<file path="src/rtl/ifetch_ctrl.sv">
// rtl/ifetch_ctrl.sv - instruction-fetch sequencer: PC, single-outstanding imem fetch, 2-entry decode FIFO
module ifetch_ctrl #(
    parameter int             W        = 32,
    parameter logic [W-1:0]   RESET_PC = '0
) (
    input  logic         clk,
    input  logic         rst,
    output logic         imem_req,
    output logic [W-1:0] imem_addr,
    input  logic         imem_gnt,
    input  logic         imem_rvalid,
    input  logic [W-1:0] imem_rdata,
    input  logic         redirect,
    input  logic [W-1:0] redirect_pc,
    output logic         inst_valid,
    output logic [W-1:0] inst,
    output logic [W-1:0] inst_pc,
    input  logic         inst_ready
);

    typedef enum logic {S_REQ, S_WAIT} state_t;

    localparam logic [W-1:0] ALIGN_MASK = ~{{(W-2){1'b0}}, 2'b11};

    state_t       state_q, state_d;
    logic [W-1:0] pc_q, pc_d;
    logic [W-1:0] inflight_pc_q, inflight_pc_d;
    logic         drop_q, drop_d;
    logic [1:0]   count_q, count_d;
    logic [W-1:0] e0_inst_q, e0_inst_d, e0_pc_q, e0_pc_d;
    logic [W-1:0] e1_inst_q, e1_inst_d, e1_pc_q, e1_pc_d;

    logic req;
    logic push;
    logic pop;

    always_comb begin
        state_d       = state_q;
        pc_d          = pc_q;
        inflight_pc_d = inflight_pc_q;
        drop_d        = drop_q;
        count_d       = count_q;
        e0_inst_d     = e0_inst_q;
        e0_pc_d       = e0_pc_q;
        e1_inst_d     = e1_inst_q;
        e1_pc_d       = e1_pc_q;

        // Issuing only with a free slot guarantees the response always has room.
        req  = (state_q == S_REQ) && (count_q != 2'd2) && !redirect;
        pop  = (count_q != 2'd0) && inst_ready && !redirect;
        push = (state_q == S_WAIT) && imem_rvalid && !drop_q && !redirect;

        case (state_q)
            S_REQ: begin
                if (req && imem_gnt) begin
                    inflight_pc_d = pc_q;
                    pc_d          = pc_q + W'(4);
                    state_d       = S_WAIT;
                end
            end
            S_WAIT: begin
                if (imem_rvalid) begin
                    state_d = S_REQ;
                    drop_d  = 1'b0;
                end else if (redirect) begin
                    drop_d = 1'b1;
                end
            end
            default: state_d = S_REQ;
        endcase

        if (redirect) begin
            pc_d    = redirect_pc & ALIGN_MASK;
            count_d = 2'd0;
        end else begin
            case ({push, pop})
                2'b10: begin
                    if (count_q == 2'd0) begin
                        e0_inst_d = imem_rdata;
                        e0_pc_d   = inflight_pc_q;
                    end else begin
                        e1_inst_d = imem_rdata;
                        e1_pc_d   = inflight_pc_q;
                    end
                    count_d = count_q + 2'd1;
                end
                2'b01: begin
                    e0_inst_d = e1_inst_q;
                    e0_pc_d   = e1_pc_q;
                    count_d   = count_q - 2'd1;
                end
                2'b11: begin
                    if (count_q == 2'd1) begin
                        e0_inst_d = imem_rdata;
                        e0_pc_d   = inflight_pc_q;
                    end else begin
                        e0_inst_d = e1_inst_q;
                        e0_pc_d   = e1_pc_q;
                        e1_inst_d = imem_rdata;
                        e1_pc_d   = inflight_pc_q;
                    end
                end
                default: ;
            endcase
        end
    end

    always_ff @(posedge clk) begin
        if (rst) begin
            state_q       <= S_REQ;
            pc_q          <= RESET_PC;
            inflight_pc_q <= '0;
            drop_q        <= 1'b0;
            count_q       <= 2'd0;
            e0_inst_q     <= '0;
            e0_pc_q       <= '0;
            e1_inst_q     <= '0;
            e1_pc_q       <= '0;
        end else begin
            state_q       <= state_d;
            pc_q          <= pc_d;
            inflight_pc_q <= inflight_pc_d;
            drop_q        <= drop_d;
            count_q       <= count_d;
            e0_inst_q     <= e0_inst_d;
            e0_pc_q       <= e0_pc_d;
            e1_inst_q     <= e1_inst_d;
            e1_pc_q       <= e1_pc_d;
        end
    end

    // Outputs are forced quiet while reset is held, even before the first edge.
    assign imem_req   = !rst && req;
    assign imem_addr  = rst ? RESET_PC : pc_q;
    assign inst_valid = !rst && (count_q != 2'd0);
    assign inst       = rst ? '0 : e0_inst_q;
    assign inst_pc    = rst ? '0 : e0_pc_q;

endmodule
</file>
<file path="config.mk">
export PLATFORM = sky130hd
export DESIGN_NAME = ifetch_ctrl
export DESIGN_NICKNAME = d
export VERILOG_FILES = /design/src/rtl/ifetch_ctrl.sv
export SDC_FILE = /design/constraint.sdc
export NUM_CORES = 1
export LEC_CHECK = 0
export CELL_PAD_IN_SITES_DETAIL_PLACEMENT = 2
export CELL_PAD_IN_SITES_GLOBAL_PLACEMENT = 2
export CORE_UTILIZATION = 25
export DETAILED_ROUTE_END_ITERATION = 10
export PLACE_DENSITY_LB_ADDON = 0.3
export SLEW_MARGIN = 30
export SYNTH_ARGS = -nofsm -noshare
export SYNTH_HDL_FRONTEND = slang
export SYNTH_SLANG_ARGS = --single-unit
</file>
<file path="constraint.sdc">
create_clock -name clk -period 6.22 [get_ports clk]
set_input_delay 0.933 -clock clk [delete_from_list [all_inputs] [get_ports clk]]
set_output_delay 0.933 -clock clk [all_outputs]
set_load 0.01 [all_outputs]
</file>
# [Yosys cells after proc, flatten, opt, wreduce, memory -nomap -nowiden]
# Index checks and enable logic that the tools add are counted.
[op_classes] n_addsub=3 n_mul=0 div=0 order_cmp=0 eq_ne=9 shifts=0 n_mux=24 n_bitwise=2 reduce_logical=26
[op_table] op="$mux W32" n=14
[op_table] op="$pmux W32 S3" n=2
[op_table] op="$pmux W32 S2" n=2
[op_table] op="$add A32 B3 Y32 const B" n=1
[op_table] op="$logic_and A1 B1 Y1" n=10
[op_table] op="$ne A2 B2 Y1 const B" n=5
[op_table] op="$reduce_bool A2 Y1" n=5
[op_table] op="$reduce_and A2 Y1" n=3
[op_table] op="$eq A2 B1 Y1 const B" n=2
[op_table] op="$eq A2 B2 Y1 const B" n=2
[op_table] op="$mux W1" n=4
[op_table] op="$pmux W2 S2" n=1
[op_table] op="$reduce_and A4 Y1" n=1
[op_table] op="$logic_not A1 Y1" n=3
[op_table] op="$reduce_and A3 Y1" n=1
[op_table] op="$reduce_bool A3 Y1" n=1
[op_table] op="$add A2 B1 Y2 const B" n=1
[op_table] op="$logic_not A2 Y1" n=1
[op_table] op="$not A1 Y1" n=2
[op_table] op="$pmux W1 S2" n=1
[op_table] op="$reduce_or A2 Y1" n=1
[op_table] op="$sub A2 B1 Y2 const B" n=1
[totals] reg_bits=196 latchBits=0 mem_bits_rw=0 romBits=0 output_inout_bits=98 word_cells=74 mem_count=0

# [Logic depth before layout (Yosys ltp)]
[depth] depth_word=7 mapped_depth=12

# [Worst setup path after synthesis]
# No wires, ideal clock.
[synth_path] path_type="input-to-reg" start="input port redirect" end="register e0_inst_q[12]" arrival_ns=3.183 t_required_ns=6.083 slack_ns=2.900 path_stages=10 path_buffers=4 cell_sequence="buf_1 -> clkbuf_1 -> or3_1 -> inv_1 -> ha_1 -> nor2b_1 -> nor3_1 -> clkbuf_1 -> buf_1 -> a211oi_1"
[synth_between] elab_chain_cells=5 word_cells_on_any_way=11 classes_between="eq/ne: 4; mux: 1; bitwise: 1; reduce/logical: 5"
[synth_lines] item="start: declaration" line_no="13" text="input logic redirect,"
[synth_lines] item="$logic_not A1 Y1" line_no="50, 51"
[synth_lines] item="$logic_and A1 B1 Y1 (on tied branches)" line_no="50, 51"
[synth_lines] item="$eq A2 B2 Y1 or $eq A2 B1 Y1 (tied branches)" line_no="76" text="case ({push, pop})"
[synth_lines] item="$ne A2 B2 Y1 (no source line) or $reduce_bool A3 Y1 (tied branches)"
[synth_lines] item="$reduce_and A3 Y1 (no source line)"
[synth_lines] item="end signal: assignment" line_no="125" text="e0_inst_q <= e0_inst_d;"
[synth_lines] item="end: declaration" line_no="30" text="logic [W-1:0] e0_inst_q, e0_inst_d, e0_pc_q, e0_pc_d;"
# Parallel ways exist; a longest one is shown, timed or not.
# A chain may end at the register's enable or synchronous reset.

# [Worst setup path after layout]
[layout_path] start="input port redirect" end="output port imem_req"
[layout_between] elab_chain_cells=3
[layout_lines] item="$logic_not A1 Y1" line_no="49" text="req = (state_q == S_REQ) && (count_q != 2'd2) && !redirect;"
[layout_lines] item="$logic_and A1 B1 Y1" line_no="49"
[layout_lines] item="$logic_and A1 B1 Y1" line_no="133" text="assign imem_req = !rst && req;"
[layout_lines] item="end: declaration" line_no="8" text="output logic imem_req,"
# Every way passes these cells.

==> Implementation_results.wiki <==
{| class="wikitable"
! Metric !! Value
|-
| Floorplan Core Area || 33400 µm²
|-
| Area of the die || around 35000 µm²
|-
| ANT nets after route || 0
|-
| Sequential share of the synthesized area || 44.3%
|-
| Total area of sequential cells || between 3000 and 4000 µm²
|-
| Async set-reset flop share out of synthesis || 0%
|-
| Count of endpoints failing hold in the final timing report || 0
|-
| Hold_ws || around 0.46 ns
|-
| I/O pins || about 170
|-
| Total of flip-flops plus latches after synthesis || between 150 and 200
|-
| Start of the worst register-to-register path || count_q[0]
|-
| Post-placement setup slack || approximately 2 ns
|-
| Maximum Capacitance Violations || 0
|-
| Worst Setup End Kind || output pin
|-
| Final non-filler cell area || roughly 11000 µm²
|-
| Depth of the worst register-to-register path || 11
|-
| Max clock buf depth || 2
|-
| Detailed-route wire length per cell || roughly 17 µm
|-
| Maximum number of pins on one net before global-route repair || about 130
|-
| Clock tree from TritonCTS || done
|-
| Status || finished with violations
|-
| Worst Path Required || 5.29 ns
|-
| Latest clock arrival within the worst-skew pair || about 0.43 ns
|-
| Avg Inst Size Synth || around 8 µm²
|-
| Setup-violating endpoint count in the final report || 0
|-
| Detailed placement HPWL || roughly 18000 µm
|-
| Final slew viol count || 0
|-
| GRT Total Usage || 16.0%
|-
| Period utilization || between 50% and 60%
|-
| Number of iterations in the first detailed-routing pass || 7
|-
| Violated checks || design-rule violations
|-
| Synth-to-Final Area Change || 30.2%
|-
| Prevailing post-synth register cell || dfxtp_1
|-
| Initial cell density of the core || 25.4%
|-
| Placed instance count || ~1600
|-
| CTS H-Tree Depth || 4
|-
| Static Leak || 3.45 nW
|-
| Type of the tightest min-delay check || reg -> reg
|-
| Fillers || about 3800
|-
| Residual DRC count || 2
|-
| Multi-input gate area || 4330 µm²
|-
| WP data arrival || approximately 2.7 ns
|-
| Cells after synthesis || ~1100
|-
| Die X || roughly 190 µm
|-
| Category of the worst setup path launch point || input port
|-
| Setup slack of the critical path after layout || about 2.6 ns
|-
| Maximum operating frequency || roughly 280 MHz
|-
| Sum Neg Setup Slack || 0 ns
|-
| Setup Buffers After CTS || 0
|-
| Die extent in y || approximately 190 µm
|-
| Antenna violations before repair || 0
|-
| CP endpoint || imem_req
|-
| Post-Route Skew || about 0.012 ns
|-
| Number of enable flip-flop cells after synthesis || 0
|-
| Clock input transition at the sequential cells of the worst setup and hold paths || around 0.070 ns
|-
| Least-Margin Pin Slew || between 0.8 and 0.9 ns
|-
| Final Wtd Congestion || about 0.73
|-
| Count of unique library cells instantiated by Yosys || 47
|-
| First-iteration detailed-routing DRC count || approximately 320
|-
| Kind of critical path || in -> out
|-
| Clk Tree Root Cell || clkbuf_16
|-
| Number of placement rows || 67
|-
| Critical Path Source || redirect
|-
| R2r setup slk || approximately 3.2 ns
|-
| Final critical path time including I/O delays and setup || around 3.6 ns
|-
| Vias || between 7000 and 8000
|-
| Number of gates resized after CTS || 0
|-
| Number of global-route vias before repair || roughly 8000
|-
| Via density per instance || between 4 and 5
|-
| Setup repair after global routing missed its margin || no
|-
| Worst slew margin || between 40% and 50%
|-
| Endpoint of the worst register-to-register path || e0_pc_q[13]
|-
| Total of warnings raised by yosys || 0
|-
| Final instance count without filler cells || roughly 1600
|-
| Port Buf Inserts || around 160
|-
| Diodes inserted || 0
|-
| Worst voltage drop across the vdd grid || around 180 µV
|-
| Pwr Total || ~2.7 mW
|-
| Area of the mapped netlist || between 8000 and 9000 µm²
|-
| Clock sink total || approximately 190
|-
| Total number of nets in the final design || approximately 1200
|-
| Power per cell area || ~240 nW/µm²
|-
| DP Area || 10400 µm²
|-
| Fraction of layout instances using a drive strength above 1 || 4.92%
|-
| Overall overflow remaining after global route || 0
|-
| Top fanout value on the critical path || 26
|-
| Number of buffers added to fix hold violations after cts || 0
|-
| CTS buffer count || 17
|-
| Wirelength, routed || ~27000 µm
|-
| Share of the core filled with cells || between 30% and 40%
|-
| Wire length of the first global-routing pass || approximately 44000 µm
|}
worst max-delay path, cell delays in order:
cell             delay, ns
clkdlybuf4s50_1       0.55
buf_4                 0.31
nor4_1                0.30
clkdlybuf4s50_1       0.58
sequential cells by signal, summed over array words and instances, names as in the netlist:
| name | cells |
|---|---|
| count_q | 2 |
| e1_pc_q | 30 |
| state_q | 1 |
| e0_pc_q | 30 |
| e0_inst_q | 32 |
| e1_inst_q | 32 |
| drop_q | 1 |
| pc_q | 30 |
| inflight_pc_q | 30 |
worst min path at each step:
stage,from,to,slack [ns],cells past startpoint
global route,e1_pc_q[31],e1_pc_q[31],0.48,2
CTS,e1_pc_q[31],e1_pc_q[31],0.46,2
global placement,e1_inst_q[8],e1_inst_q[8],0.44,2
finish,e1_pc_q[31],e1_pc_q[31],0.46,2
floorplan,e1_inst_q[0],e1_inst_q[0],0.44,2
detailed placement,e1_pc_q[31],e1_pc_q[31],0.45,2
synth_stat cells, drive strengths merged, types with 8 or more instances:
cell	number	share of area (%)
a211oi	75	6.6
and4	8	0.83
inv	11	0.49
nor2b	92	6.8
xnor2	8	0.83
clkbuf	85	3.8
a22oi	62	5.5
nor2	98	4.3
a21oi	99	5.8
buf	13	0.81
nor4	12	1.0
nand3	16	0.94
nand4	13	0.96
a311oi	8	0.83
ha	8	1.2
dfxtp	188	44
nand2	207	9.2
layer usage:
layer | track usage [%] | wire, µm | part of all wire [%] | vias to the layer above
li1 | - | - | - | 3900
met3 | 2.71 | 963 | 3.5 | 16
met2 | 26.8 | 12900 | 47 | 136
met1 | 21.3 | 13300 | 49 | 3763
met4 | 4.13 | 262 | 0.96 | 0
met5 | 0 | 0 | 0 | -
kinds of logic (layout without fill, tap and decap cells):
| group | after synthesis | after routing | synth area share (%) |
|---|---|---|---|
| AOI/OAI and AO/OA | 272 | 272 | 21.3 |
| DFF | 188 | 188 | 44.3 |
| adders and majority gates | 8 | 8 | 1.18 |
| other | 1 | 4 | 0.0442 |
| and+or+nand+nor | 474 | 474 | 26.3 |
| muxes | 4 | 4 | 0.501 |
| xor gates and xnor gates | 12 | 12 | 1.24 |
| buffers and inverters | 109 | 217 | 5.07 |
report_power, final:
| group | switching [mW] | internal, mW |
|---|---|---|
| logic | 0.124 | 0.114 |
| registers | 0.0383 | 1.23 |
| clock network | 0.503 | 0.648 |
final cells by class:
type                       instances  share of cell area, %
multi-input combinational        774                   39.2
inverter                          11                  0.374
sequential                       188                   34.1
clock inverter                    12                   1.46
tap                              448                   5.07
timing repair buffer             175                   15.8
clock buffer                      19                   4.01
cell usage in the layout (no fill, tap or decap), types with 4 or more instances in the layout:
master / count
a2111oi_0: 6
a211oi_1: 75
a21oi_1: 99
a22oi_1: 62
a311oi_1: 8
and4_1: 8
buf_4: 12
clkbuf_16: 17
clkdlybuf4s50_1: 160
conb_1: 4
dfxtp_1: 188
ha_1: 8
inv_1: 11
nand2_1: 205
nand3_1: 16
nand4_1: 13
nor2_1: 97
nor2b_1: 92
nor3_1: 5
nor3b_1: 4
nor4_1: 10
o21ai_0: 4
o31ai_1: 5
or4_1: 6
xnor2_1: 8
xor2_1: 4
Power figures use the tool's default switching activity.
